**config.mk**
```make
export PLATFORM = sky130hd
export DESIGN_NAME = rob_superscalar_flat
export DESIGN_NICKNAME = d
export VERILOG_FILES = /design/src/rtl/rob_pkg.sv /design/src/rtl/rob_if.sv /design/src/rtl/rob_retire_sel.sv /design/src/rtl/rob_superscalar.sv /design/src/flat_wrapper.sv
export SDC_FILE = /design/constraint.sdc
export NUM_CORES = 2
export LEC_CHECK = 0
export CORE_MARGIN = 5
export CORE_UTILIZATION = 30
export DETAILED_ROUTE_END_ITERATION = 16
export PLACE_DENSITY_LB_ADDON = 0.25
export RECOVER_POWER = 50
export SYNTH_ARGS = -nofsm -noshare
export SYNTH_HDL_FRONTEND = slang
export SYNTH_SLANG_ARGS = --single-unit
```
**constraint.sdc**
```tcl
create_clock -name clock -period 3.99 [get_ports clock]
set_input_delay 0.798 -clock clock [delete_from_list [all_inputs] [get_ports clock]]
set_output_delay 0.798 -clock clock [all_outputs]
set_load 0.05 [all_outputs]
```
**src/rtl/rob_pkg.sv**
```systemverilog
// Shared types and constants for the superscalar reorder buffer.
package rob_pkg;

    localparam int REG_IDX_W = 5;
    localparam logic [REG_IDX_W-1:0] ROB_NO_DEST = 5'd0;

    // Control part of an entry; result values live in a separate non-reset array.
    typedef struct packed {
        logic                 valid;
        logic                 complete;
        logic                 has_dest;
        logic [REG_IDX_W-1:0] dest;
    } rob_entry_t;

    function automatic int tag_w(input int depth);
        return $clog2(depth);
    endfunction

endpackage

```
**src/rtl/rob_if.sv**
```systemverilog
// Dispatch / CDB / look-up / retire / squash bundle of the reorder buffer.
interface rob_if
    import rob_pkg::*;
#(
    parameter int DEPTH = 16,
    parameter int DP_W  = 2,
    parameter int RT_W  = 2,
    parameter int CDB_W = 2,
    parameter int XLEN  = 32
);
    localparam int TAG_W = tag_w(DEPTH);

    logic [DP_W-1:0]              dp_valid;
    logic [DP_W-1:0]              dp_has_dest;
    logic [DP_W*REG_IDX_W-1:0]    dp_dest;
    logic [DP_W-1:0]              dp_is_store;
    logic [TAG_W:0]               dp_free;
    logic [DP_W*TAG_W-1:0]        dp_tag;
    logic [CDB_W-1:0]             cdb_valid;
    logic [CDB_W*TAG_W-1:0]       cdb_tag;
    logic [CDB_W*XLEN-1:0]        cdb_value;
    logic [2*DP_W*TAG_W-1:0]      rd_tag;
    logic [2*DP_W-1:0]            rd_ready;
    logic [2*DP_W*XLEN-1:0]       rd_value;
    logic [RT_W-1:0]              rt_valid;
    logic [RT_W*TAG_W-1:0]        rt_tag;
    logic [RT_W*REG_IDX_W-1:0]    rt_dest;
    logic [RT_W*XLEN-1:0]         rt_value;
    logic                         squash_valid;
    logic [TAG_W-1:0]             squash_tag;
    logic                         empty;

    modport slave (
        input  dp_valid, dp_has_dest, dp_dest, dp_is_store,
        input  cdb_valid, cdb_tag, cdb_value, rd_tag, squash_valid, squash_tag,
        output dp_free, dp_tag, rd_ready, rd_value,
        output rt_valid, rt_tag, rt_dest, rt_value, empty
    );

    modport master (
        output dp_valid, dp_has_dest, dp_dest, dp_is_store,
        output cdb_valid, cdb_tag, cdb_value, rd_tag, squash_valid, squash_tag,
        input  dp_free, dp_tag, rd_ready, rd_value,
        input  rt_valid, rt_tag, rt_dest, rt_value, empty
    );

endinterface

```
**src/rtl/rob_retire_sel.sv**
```systemverilog
// Head-relative scan: counts leading valid&complete entries (up to RT_W) and their indices.
module rob_retire_sel
    import rob_pkg::*;
#(
    parameter int DEPTH = 16,
    parameter int RT_W  = 2,
    parameter int TAG_W = tag_w(DEPTH)
) (
    input  logic [TAG_W-1:0]      head,
    input  logic [DEPTH-1:0]      done,
    output logic [TAG_W:0]        k,
    output logic [RT_W*TAG_W-1:0] idx
);

    logic run;

    always_comb begin
        k   = '0;
        idx = '0;
        run = 1'b1;
        for (int i = 0; i < RT_W; i++) begin
            idx[i*TAG_W +: TAG_W] = head + TAG_W'(i);
            if (run && done[head + TAG_W'(i)]) begin
                k = k + (TAG_W+1)'(1);
            end else begin
                run = 1'b0;
            end
        end
    end

endmodule

```
**src/rtl/rob_superscalar.sv**
```systemverilog
// N-wide reorder buffer: in-order allocate, CDB completion, in-order retire, squash rollback.
// Optional build macro ROB_STORE_SERIALIZE_EN: stores dispatch alone, lane 0 only, into an empty ROB.
module rob_superscalar
    import rob_pkg::*;
#(
    parameter int DEPTH = 16,
    parameter int DP_W  = 2,
    parameter int RT_W  = 2,
    parameter int CDB_W = 2,
    parameter int XLEN  = 32
) (
    input  logic  clock,
    input  logic  reset_n,
    rob_if.slave  bus
);

    localparam int TAG_W = tag_w(DEPTH);
    localparam int CNT_W = TAG_W + 1;
    localparam logic [CNT_W-1:0] DEPTH_C = CNT_W'(DEPTH);

    rob_entry_t               ent [DEPTH];
    logic [XLEN-1:0]          val [DEPTH];
    logic [TAG_W-1:0]         head, tail;
    logic [CNT_W-1:0]         count, free, acc, k;
    logic [DEPTH-1:0]         done, kill;
    logic [CDB_W-1:0]         cdb_hit;
    logic [RT_W*TAG_W-1:0]    rt_idx;
    logic [TAG_W-1:0]         n_kill, sq_low;
    logic [CNT_W-1:0]         sq_count;
    logic [DP_W*TAG_W-1:0]    dp_tag_c;
    logic [2*DP_W-1:0]        rd_ready_c;
    logic [2*DP_W*XLEN-1:0]   rd_value_c;

    logic [RT_W-1:0]             rt_valid_p1;
    logic [RT_W*TAG_W-1:0]       rt_tag_p1;
    logic [RT_W*REG_IDX_W-1:0]   rt_dest_p1;
    logic [RT_W*XLEN-1:0]        rt_value_p1;

    always_comb begin
        for (int j = 0; j < DEPTH; j++) begin
            done[j] = ent[j].valid & ent[j].complete;
        end
    end

    rob_retire_sel #(.DEPTH(DEPTH), .RT_W(RT_W), .TAG_W(TAG_W)) u_retire_sel (
        .head (head),
        .done (done),
        .k    (k),
        .idx  (rt_idx)
    );

`ifdef ROB_STORE_SERIALIZE_EN
    logic stop;
`else
    logic dp_is_store_unused;
    assign dp_is_store_unused = ^bus.dp_is_store;
`endif

    // Lanes are contiguous, so accepting the first `acc` lanes is the whole decision.
    always_comb begin
        free = DEPTH_C - count;
        acc  = '0;
        for (int i = 0; i < DP_W; i++) begin
            if (bus.dp_valid[i]) acc = acc + CNT_W'(1);
        end
        if (acc > free) acc = free;
`ifdef ROB_STORE_SERIALIZE_EN
        stop = 1'b0;
        for (int i = 0; i < DP_W; i++) begin
            if (!stop && (CNT_W'(i) < acc) && bus.dp_is_store[i]) begin
                stop = 1'b1;
                acc  = (i == 0 && count == '0) ? CNT_W'(1) : CNT_W'(i);
            end
        end
`endif
        for (int i = 0; i < DP_W; i++) begin
            dp_tag_c[i*TAG_W +: TAG_W] = tail + TAG_W'(i);
        end
    end

    // Squash keeps head..squash_tag; a zero low count means the ring stays full.
    always_comb begin
        n_kill   = tail - bus.squash_tag - TAG_W'(1);
        sq_low   = bus.squash_tag - head + TAG_W'(1);
        sq_count = (sq_low == '0) ? DEPTH_C : {1'b0, sq_low};
        for (int j = 0; j < DEPTH; j++) begin
            kill[j] = ((TAG_W'(j) - bus.squash_tag) != '0) &&
                      ((TAG_W'(j) - bus.squash_tag) <= n_kill);
        end
        for (int p = 0; p < CDB_W; p++) begin
            cdb_hit[p] = bus.cdb_valid[p] && ent[bus.cdb_tag[p*TAG_W +: TAG_W]].valid;
        end
    end

    // Operand look-up: a same-cycle CDB hit overrides the stored value; later ports win.
    always_comb begin
        rd_ready_c = '0;
        rd_value_c = '0;
        for (int q = 0; q < 2*DP_W; q++) begin
            if (done[bus.rd_tag[q*TAG_W +: TAG_W]]) begin
                rd_ready_c[q]                = 1'b1;
                rd_value_c[q*XLEN +: XLEN]   = val[bus.rd_tag[q*TAG_W +: TAG_W]];
            end
            for (int p = 0; p < CDB_W; p++) begin
                if (cdb_hit[p] && (bus.cdb_tag[p*TAG_W +: TAG_W] == bus.rd_tag[q*TAG_W +: TAG_W])) begin
                    rd_ready_c[q]              = 1'b1;
                    rd_value_c[q*XLEN +: XLEN] = bus.cdb_value[p*XLEN +: XLEN];
                end
            end
        end
    end

    always_ff @(posedge clock) begin
        for (int p = 0; p < CDB_W; p++) begin
            if (cdb_hit[p]) val[bus.cdb_tag[p*TAG_W +: TAG_W]] <= bus.cdb_value[p*XLEN +: XLEN];
        end
    end

    // p0 -> p1: entry/pointer update and registered retire lanes
    always_ff @(posedge clock or negedge reset_n) begin
        if (!reset_n) begin
            head  <= '0;
            tail  <= '0;
            count <= '0;
            for (int j = 0; j < DEPTH; j++) ent[j] <= '0;
            rt_valid_p1 <= '0;
            rt_tag_p1   <= '0;
            rt_dest_p1  <= '0;
            rt_value_p1 <= '0;
        end else begin
            rt_valid_p1 <= '0;
            rt_tag_p1   <= '0;
            rt_dest_p1  <= '0;
            rt_value_p1 <= '0;
            for (int p = 0; p < CDB_W; p++) begin
                if (cdb_hit[p]) ent[bus.cdb_tag[p*TAG_W +: TAG_W]].complete <= 1'b1;
            end
            if (bus.squash_valid) begin
                for (int j = 0; j < DEPTH; j++) begin
                    if (kill[j]) ent[j] <= '0;
                end
                tail  <= bus.squash_tag + TAG_W'(1);
                count <= sq_count;
            end else begin
                for (int i = 0; i < RT_W; i++) begin
                    if (CNT_W'(i) < k) begin
                        ent[rt_idx[i*TAG_W +: TAG_W]].valid    <= 1'b0;
                        ent[rt_idx[i*TAG_W +: TAG_W]].complete <= 1'b0;
                        rt_valid_p1[i]                         <= 1'b1;
                        rt_tag_p1[i*TAG_W +: TAG_W]            <= rt_idx[i*TAG_W +: TAG_W];
                        rt_dest_p1[i*REG_IDX_W +: REG_IDX_W]   <= ent[rt_idx[i*TAG_W +: TAG_W]].has_dest ?
                                                                  ent[rt_idx[i*TAG_W +: TAG_W]].dest : ROB_NO_DEST;
                        rt_value_p1[i*XLEN +: XLEN]            <= val[rt_idx[i*TAG_W +: TAG_W]];
                    end
                end
                for (int i = 0; i < DP_W; i++) begin
                    if (CNT_W'(i) < acc) begin
                        ent[dp_tag_c[i*TAG_W +: TAG_W]] <= '{valid:    1'b1,
                                                             complete: 1'b0,
                                                             has_dest: bus.dp_has_dest[i],
                                                             dest:     bus.dp_dest[i*REG_IDX_W +: REG_IDX_W]};
                    end
                end
                head  <= head + TAG_W'(k);
                tail  <= tail + TAG_W'(acc);
                count <= count + acc - k;
            end
        end
    end

    assign bus.dp_free  = free;
    assign bus.dp_tag   = dp_tag_c;
    assign bus.rd_ready = rd_ready_c;
    assign bus.rd_value = rd_value_c;
    assign bus.rt_valid = rt_valid_p1;
    assign bus.rt_tag   = rt_tag_p1;
    assign bus.rt_dest  = rt_dest_p1;
    assign bus.rt_value = rt_value_p1;
    assign bus.empty    = (count == '0);

    squash_tag_live: assert property (@(posedge clock) disable iff (!reset_n)
        bus.squash_valid |-> ent[bus.squash_tag].valid);

endmodule
```
**src/flat_wrapper.sv**
```systemverilog
// flat-port wrapper written by rule: the top's interface ports become plain ports
module rob_superscalar_flat import rob_pkg::*;
#(
    parameter int DEPTH = 16,
    parameter int DP_W  = 2,
    parameter int RT_W  = 2,
    parameter int CDB_W = 2,
    parameter int XLEN  = 32
)
  (clock, reset_n, bus_dp_valid, bus_dp_has_dest, bus_dp_dest, bus_dp_is_store, bus_cdb_valid, bus_cdb_tag, bus_cdb_value, bus_rd_tag, bus_squash_valid, bus_squash_tag, bus_dp_free, bus_dp_tag, bus_rd_ready, bus_rd_value, bus_rt_valid, bus_rt_tag, bus_rt_dest, bus_rt_value, bus_empty);
  rob_if #(.DEPTH(DEPTH), .DP_W(DP_W), .RT_W(RT_W), .CDB_W(CDB_W), .XLEN(XLEN)) bus_i ();
  input  logic clock;
  input  logic reset_n;
  input wire logic [$bits(bus_i.dp_valid)-1:0] bus_dp_valid;
  input wire logic [$bits(bus_i.dp_has_dest)-1:0] bus_dp_has_dest;
  input wire logic [$bits(bus_i.dp_dest)-1:0] bus_dp_dest;
  input wire logic [$bits(bus_i.dp_is_store)-1:0] bus_dp_is_store;
  input wire logic [$bits(bus_i.cdb_valid)-1:0] bus_cdb_valid;
  input wire logic [$bits(bus_i.cdb_tag)-1:0] bus_cdb_tag;
  input wire logic [$bits(bus_i.cdb_value)-1:0] bus_cdb_value;
  input wire logic [$bits(bus_i.rd_tag)-1:0] bus_rd_tag;
  input wire logic [$bits(bus_i.squash_valid)-1:0] bus_squash_valid;
  input wire logic [$bits(bus_i.squash_tag)-1:0] bus_squash_tag;
  output wire logic [$bits(bus_i.dp_free)-1:0] bus_dp_free;
  output wire logic [$bits(bus_i.dp_tag)-1:0] bus_dp_tag;
  output wire logic [$bits(bus_i.rd_ready)-1:0] bus_rd_ready;
  output wire logic [$bits(bus_i.rd_value)-1:0] bus_rd_value;
  output wire logic [$bits(bus_i.rt_valid)-1:0] bus_rt_valid;
  output wire logic [$bits(bus_i.rt_tag)-1:0] bus_rt_tag;
  output wire logic [$bits(bus_i.rt_dest)-1:0] bus_rt_dest;
  output wire logic [$bits(bus_i.rt_value)-1:0] bus_rt_value;
  output wire logic [$bits(bus_i.empty)-1:0] bus_empty;
  assign bus_i.dp_valid = bus_dp_valid;
  assign bus_i.dp_has_dest = bus_dp_has_dest;
  assign bus_i.dp_dest = bus_dp_dest;
  assign bus_i.dp_is_store = bus_dp_is_store;
  assign bus_i.cdb_valid = bus_cdb_valid;
  assign bus_i.cdb_tag = bus_cdb_tag;
  assign bus_i.cdb_value = bus_cdb_value;
  assign bus_i.rd_tag = bus_rd_tag;
  assign bus_i.squash_valid = bus_squash_valid;
  assign bus_i.squash_tag = bus_squash_tag;
  assign bus_dp_free = bus_i.dp_free;
  assign bus_dp_tag = bus_i.dp_tag;
  assign bus_rd_ready = bus_i.rd_ready;
  assign bus_rd_value = bus_i.rd_value;
  assign bus_rt_valid = bus_i.rt_valid;
  assign bus_rt_tag = bus_i.rt_tag;
  assign bus_rt_dest = bus_i.rt_dest;
  assign bus_rt_value = bus_i.rt_value;
  assign bus_empty = bus_i.empty;
  rob_superscalar #(.DEPTH(DEPTH), .DP_W(DP_W), .RT_W(RT_W), .CDB_W(CDB_W), .XLEN(XLEN)) u_core (.clock(clock), .reset_n(reset_n), .bus(bus_i));
endmodule
```
* Yosys cells after proc, flatten, opt, wreduce, memory -nomap -nowiden *
Memory sizes are Yosys's and may differ from the RTL's.
Cells that the tools add are included.
W data, S select, Z words.

storage, ports and cells
  output and inout port bits = 230
  word-level logic and storage cells = 347
  register bits = 225
  RAM bits = 512
  memories = 1
  input port bits = 113

memories
  memory      depth  bits a word  rd ports  clocked after memory_dff  write ports  RTL line               text
  u_core.val  16     32           6         0                         2            rob_superscalar.sv:22  logic [XLEN-1:0] val [DEPTH];

cells by class
  bitwise gates (word level) = 22
  reductions and logical operators = 51
  $add $sub $neg = 30
  equality and inequality tests = 8
  order comparisons = 39
  muxes and demuxes = 125

operators by type and width
  kind                   count
  $mux W128              10
  $bwmux W128            8
  $mux W32               14
  $demux W8 S4           8
  $mux W8                25
  $bmux W8 S4            4
  $le A4 B4 Y1           16
  $mux W64               1
  $reduce_bool A4 Y1     16
  $mux W5                8
  $logic_and A1 B1 Y1    33
  $eq A4 B4 Y1           8
  $sub A4 B4 Y4 const A  8
  $ge A5 B5 Y1 const B   6
  $lt A4 B5 Y1 const B   6
  $lt A5 B1 Y1 const B   6
  $not A4 Y5             6
  $mux W7                4
  $mux W1                27
  $bmux W1 S4            6
  $mux W6                4
  $add A4 B1 Y4 const B  4
  $and A1 B1 Y1          16
  $sub A3 B4 Y4 const A  4
  18 further kinds       27

* Logic depth before layout (Yosys ltp) *
  word-level depth = 23
  gate-level depth with buffers = 21
  gate-level depth less buffers = 18

* By module *
A second synthesis with hierarchy kept.

unflattened totals
  cells, all modules = 4938
  area, all modules = 63483.4 um^2

by module, submodules not included
  module           instances  area each (um^2)  seq. area each (um^2)  cells an instance
  rob_superscalar  1          63120.5           21005.1                4910
  rob_retire_sel   1          362.8             0.0                    28

* Worst setup path after synthesis *
OpenSTA, ideal clock, no wires.

  path type = in2reg
  start point = input bus_cdb_tag[0]
  end point = register u_core.ent[30] (netlist bit)
  required time = 3.899 ns
  arrival time = 4.861 ns
  stages on the path = 7
  library setup time = 0.091 ns
  buffers on the path = 2
  slack = -0.961 ns
  cells stage by stage = buf_2 clkbuf_1 nor2_1 or4_4 o31ai_1 o22ai_1 nor3_1

between the ends
  cells in the longest elaborated chain, start to end = 23
  elaborated cells on any way between the ends = 29
  those cells by class = 2 x order compare; 24 x mux; 1 x bitwise; 2 x reduce/logical

RTL lines
  item                                                                       RTL line                                       text
  start, declared                                                            flat_wrapper.sv:19                             input wire logic [$bits(bus_i.cdb_tag)-1:0] bus_cdb_tag;
  $not A4 Y5 (not written as such) (*)                                       rob_superscalar.sv:91, rob_superscalar.sv:136
  $ge A5 B5 Y1 (not written as such) / $lt A5 B1 Y1 (equally long branches)  rob_superscalar.sv:136                         if (cdb_hit[p]) ent[bus.cdb_tag[p*TAG_W +: TAG_W]].complete <= 1'b1;
  $logic_and A1 B1 Y1 (not written as such)                                  rob_superscalar.sv:136
  $mux W7 (not written as such)                                              rob_superscalar.sv:136
  $demux W8 S4                                                               rob_superscalar.sv:136
  $bwmux W128                                                                rob_superscalar.sv:136
  $mux W128 (*)                                                              rob_superscalar.sv:136
  $bwmux W128                                                                rob_superscalar.sv:136
  [... 7 more ...]                                                           --
  $mux W128                                                                  rob_superscalar.sv:146                         if (CNT_W'(i) < k) begin
  $mux W128                                                                  rob_superscalar.sv:138                         if (bus.squash_valid) begin
  $bwmux W128                                                                rob_superscalar.sv:158                         ent[dp_tag_c[i*TAG_W +: TAG_W]] <= '{valid: 1'b1,
  $mux W128                                                                  rob_superscalar.sv:157                         if (CNT_W'(i) < acc) begin
  $mux W128                                                                  rob_superscalar.sv:138
  $bwmux W128                                                                rob_superscalar.sv:158
  $mux W128                                                                  rob_superscalar.sv:157
  $mux W128 (*)                                                              rob_superscalar.sv:138
  end signal, assigned by index                                              rob_superscalar.sv:158
  end, declared                                                              rob_superscalar.sv:21                          rob_entry_t ent [DEPTH];

Mark *: on every way between the ends. The rest lies on a longest branch, timed or not. The select of a mux whose other input is x is not followed.
A chain may end at the register's enable or synchronous reset.

* Worst setup path in the final report *
  start point = input bus_cdb_valid[1]
  end point = output bus_rd_value[7]

between the ends
  cells in the longest elaborated chain, start to end = 3

RTL lines
  item                 RTL line                text
  start, declared      flat_wrapper.sv:18      input wire logic [$bits(bus_i.cdb_valid)-1:0] bus_cdb_valid;
  $logic_and A1 B1 Y1  rob_superscalar.sv:91   cdb_hit[p] = bus.cdb_valid[p] && ent[bus.cdb_tag[p*TAG_W +: TAG_W]].valid;
  $logic_and A1 B1 Y1  rob_superscalar.sv:105  if (cdb_hit[p] && (bus.cdb_tag[p*TAG_W +: TAG_W] == bus.rd_tag[q*TAG_W +: TAG_W])) begin
  $mux W32             rob_superscalar.sv:105
  end, declared        flat_wrapper.sv:27      output wire logic [$bits(bus_i.rd_value)-1:0] bus_rd_value;

No other way between the ends.

==> run summary <==
* **DRC viols** 0
* **maximum single-stage delay on the critical path** 0.65 ns
* **clock latency on the worst-skew pair** 0.76 ns
* **fin crit share** 104%
* **HPWL reported at the end of detailed placement** 202000 um
* **post-route total power** 34.0 mW
* **die outline area** 224000 um^2
* **first-pass GRT wire length** 429000 um
* **I/O pin cnt** 343
* **weighted congestion at the end of routability-driven global placement** 0.942
* **Final Worst Setup Slack** -0.160 ns
* **Bufs on Longest Clock Path** 3
* **Worst setup SP type** input port
* **TritonCTS Buffers** 94
* **clock root cell** sky130_fd_sc_hd__clkbuf_16
* **Detailed Route Iter0 Violations** 8358
* **arrival time of the worst setup path** 3.35 ns
* **critical path capture point type** output port
* **kind of critical path** in -> out
* **via count** 55600
* **remaining max-slew budget at the tightest pin** -58.6%
* **post-route cell area** 80500 um^2
* **Final ANT Viol Nets** 0
* **most common cell after layout, fill and taps aside** sky130_fd_sc_hd__mux4_2
* **Final Hold Viols** 0
* **via/cell ratio** 6.56
* **Mapped Area** 64500 um^2
* **total number of yosys warnings** 0
* **Finish-stage setup viols** 107
* **1st-pass router iterations** 8
* **Power Dens Cells** 422 nW/um^2
* **total wirelength of the detailed-routed design** 307000 um
* **Post-synth EDFFs** 512
* **outcome** complete, but fails checks
* **area growth from synthesis to final layout** 24.8%
* **placement-stage cell area** 75900 um^2
* **minimum setup slack after placement** -0.528 ns
* **grt total ovfl** 0
* **initial core utilization** 30.1%
* **maximum number of pins on one net before global-route repair** 121
* **class of the worst hold path** reg -> reg
* **Slew @ Worst Pin** 2.38 ns
* **unrepaired setup endpoints after global routing** true
* **final layout net count** 5724
* **Worst Path Max Fanout** 6
* **Wirelength per Cell** 36.2 um
* **synthesized instance count** 5126
* **data required time of the worst path** 3.19 ns
* **shortest clock period the worst path allows after layout** 4.15 ns
* **per-instance average area after synthesis** 12.6 um^2
* **maximum achievable frequency** 241 MHz
* **critical path, cell by cell** dlygate4sd3_1, nor3b_1, a22oi_2, o21ai_2, buf_6, nand2_8, buf_12, buf_16, buf_4, o22a_1, buf_12
* **dpl cells** 8203
* **syn_nets** 5324
* **clock-pin slew of the registers on the worst-case setup and hold paths** 0.06 ns
* **maxcap violations** 18
* **Die X-Extent** 474 um
* **chip height** 474 um
* **Max H-tree Level** 3
* **Synth Flop Type** sky130_fd_sc_hd__edfxtp_1
* **distinct cell type count after synthesis** 103
* **FP Rows** 170
* **failing checks** capacitance limit, slew limit, setup timing
* **Tot GR Track Use** 26.6%
* **share of the core filled with cells** 37.6%
* **antenna violations before repair** 34
* **clock tree from TritonCTS** yes
* **Cell Count, Final, Fillers Out** 8468
* **worst supply voltage drop on vdd** 0.363 mV
* **clk sink count** 737
* **vias in the first global route** 53900
* **commonest cells after routing, fill and taps aside** 1001 x sky130_fd_sc_hd__mux4_2, 587 x sky130_fd_sc_hd__nand2_1, 527 x sky130_fd_sc_hd__o21ai_0, 512 x sky130_fd_sc_hd__edfxtp_1, 374 x sky130_fd_sc_hd__buf_4
* **#FFs+latches synth** 737
* **total negative slack for setup checks** -6.46 ns
* **core footprint** 214000 um^2
* **async set-reset flop share out of synthesis** 30.5%
* **Critical-path top delay cell** sky130_fd_sc_hd__dlygate4sd3_1
* **final worst hold slack** 0.560 ns
* **post-synthesis sequential area ratio** 32.6%
* **share of cells above drive strength 1** 41.6%
* **max-slew violation total from the final report** 641
* **count of input and output buffers** 340
* **leakage power** 26.8 nW
* **worst clock skew** 0.0536 ns
* **cell with the most instances on the worst path** sky130_fd_sc_hd__buf_12
==> critical path: cells and delay by family <==
family	cells	cell delay (ns)
buf+inv	6	1.52
simple gates	2	0.50
compound gates	3	0.49
==> logic make-up after synthesis <==
| group | share of synthesized area [%] |
|---|---|
| muxes | 38.0 |
| other | 0.0116 |
| buffers and inverters | 5.06 |
| adders and majority gates | 1.72 |
| DFF | 32.6 |
| and+or+nand+nor | 8.93 |
| xor gates and xnor gates | 0.854 |
| AOI/OAI and AO/OA | 12.9 |
==> layer usage <==
metal | part of all wire (%) | GRT usage (%)
met5 | 0.032 | 0.108
met4 | 6.3 | 13.9
met3 | 14 | 8.56
met2 | 44 | 40.0
met1 | 36 | 34.3
==> cells in the mapped netlist (78+ instances only) <==
cell type,instances,area share [%]
sky130_fd_sc_hd__mux4_2,1001,35
sky130_fd_sc_hd__o21ai_0,563,4.4
sky130_fd_sc_hd__clkbuf_1,329,1.9
sky130_fd_sc_hd__dfrtp_1,225,8.7
sky130_fd_sc_hd__buf_2,194,1.5
sky130_fd_sc_hd__nand2_1,599,3.5
sky130_fd_sc_hd__o22a_1,143,1.9
sky130_fd_sc_hd__edfxtp_1,512,24
sky130_fd_sc_hd__mux2_2,136,2.4
sky130_fd_sc_hd__nor3b_1,78,0.91
sky130_fd_sc_hd__ha_1,79,1.5
sky130_fd_sc_hd__inv_1,103,0.60
==> state kept, by name, indices dropped and copies added (netlist names), 4 cells and up <==
signal	count
u_core.ent	128
u_core.count	5
u_core.bus.rt_dest	10
u_core.bus.rt_value	64
u_core.val	512
u_core.tail	4
u_core.head	4
u_core.bus.rt_tag	8
==> path summary, 6_finish.rpt <==
path	from	to	slack [ns]	depth (start not counted)
setup / recovery	bus_cdb_valid[1]	bus_rd_value[7]	-0.16	11
hold / removal	u_core.ent[94]	u_core.ent[94]	0.56	1
setup reg to reg	u_core.head[0]	u_core.count[4]	0.12	19
hold reg to reg	u_core.ent[94]	u_core.ent[94]	0.56	1
max in group asynchronous	reset_n	u_core.bus.rt_value[50]	0.87	2
min in group asynchronous	reset_n	u_core.ent[60]	0.76	1
==> final cells by class <==
type / count / area, um^2
antenna: 23 / 57.6
clock buffer: 126 / 2590
clock inverter: 51 / 523
fill: 20300 / 134000
inverter: 104 / 393
multi-input combinational: 3659 / 41300
sequential: 737 / 21000
tap: 2838 / 3550
timing repair buffer: 930 / 11000
==> power by group <==
| part | leakage (nW) | internal, mW | switching [mW] |
|---|---|---|---|
| clock | 1.52 | 5.09 | 3.90 |
| combinational | 17.6 | 6.81 | 9.08 |
| sequential | 7.70 | 8.67 | 0.459 |
| total | 26.8 | 20.6 | 13.4 |
==> timing repair <==
item / CTS / global route
buffers inserted: 42 / 14
cloned: 13 / 3
pin swaps: 130 / 41
hold buffers: 0 / 0
setup endpoints to repair: 132 / 130
resized for setup: 211 / 82
(Power assumes the default switching activity.)
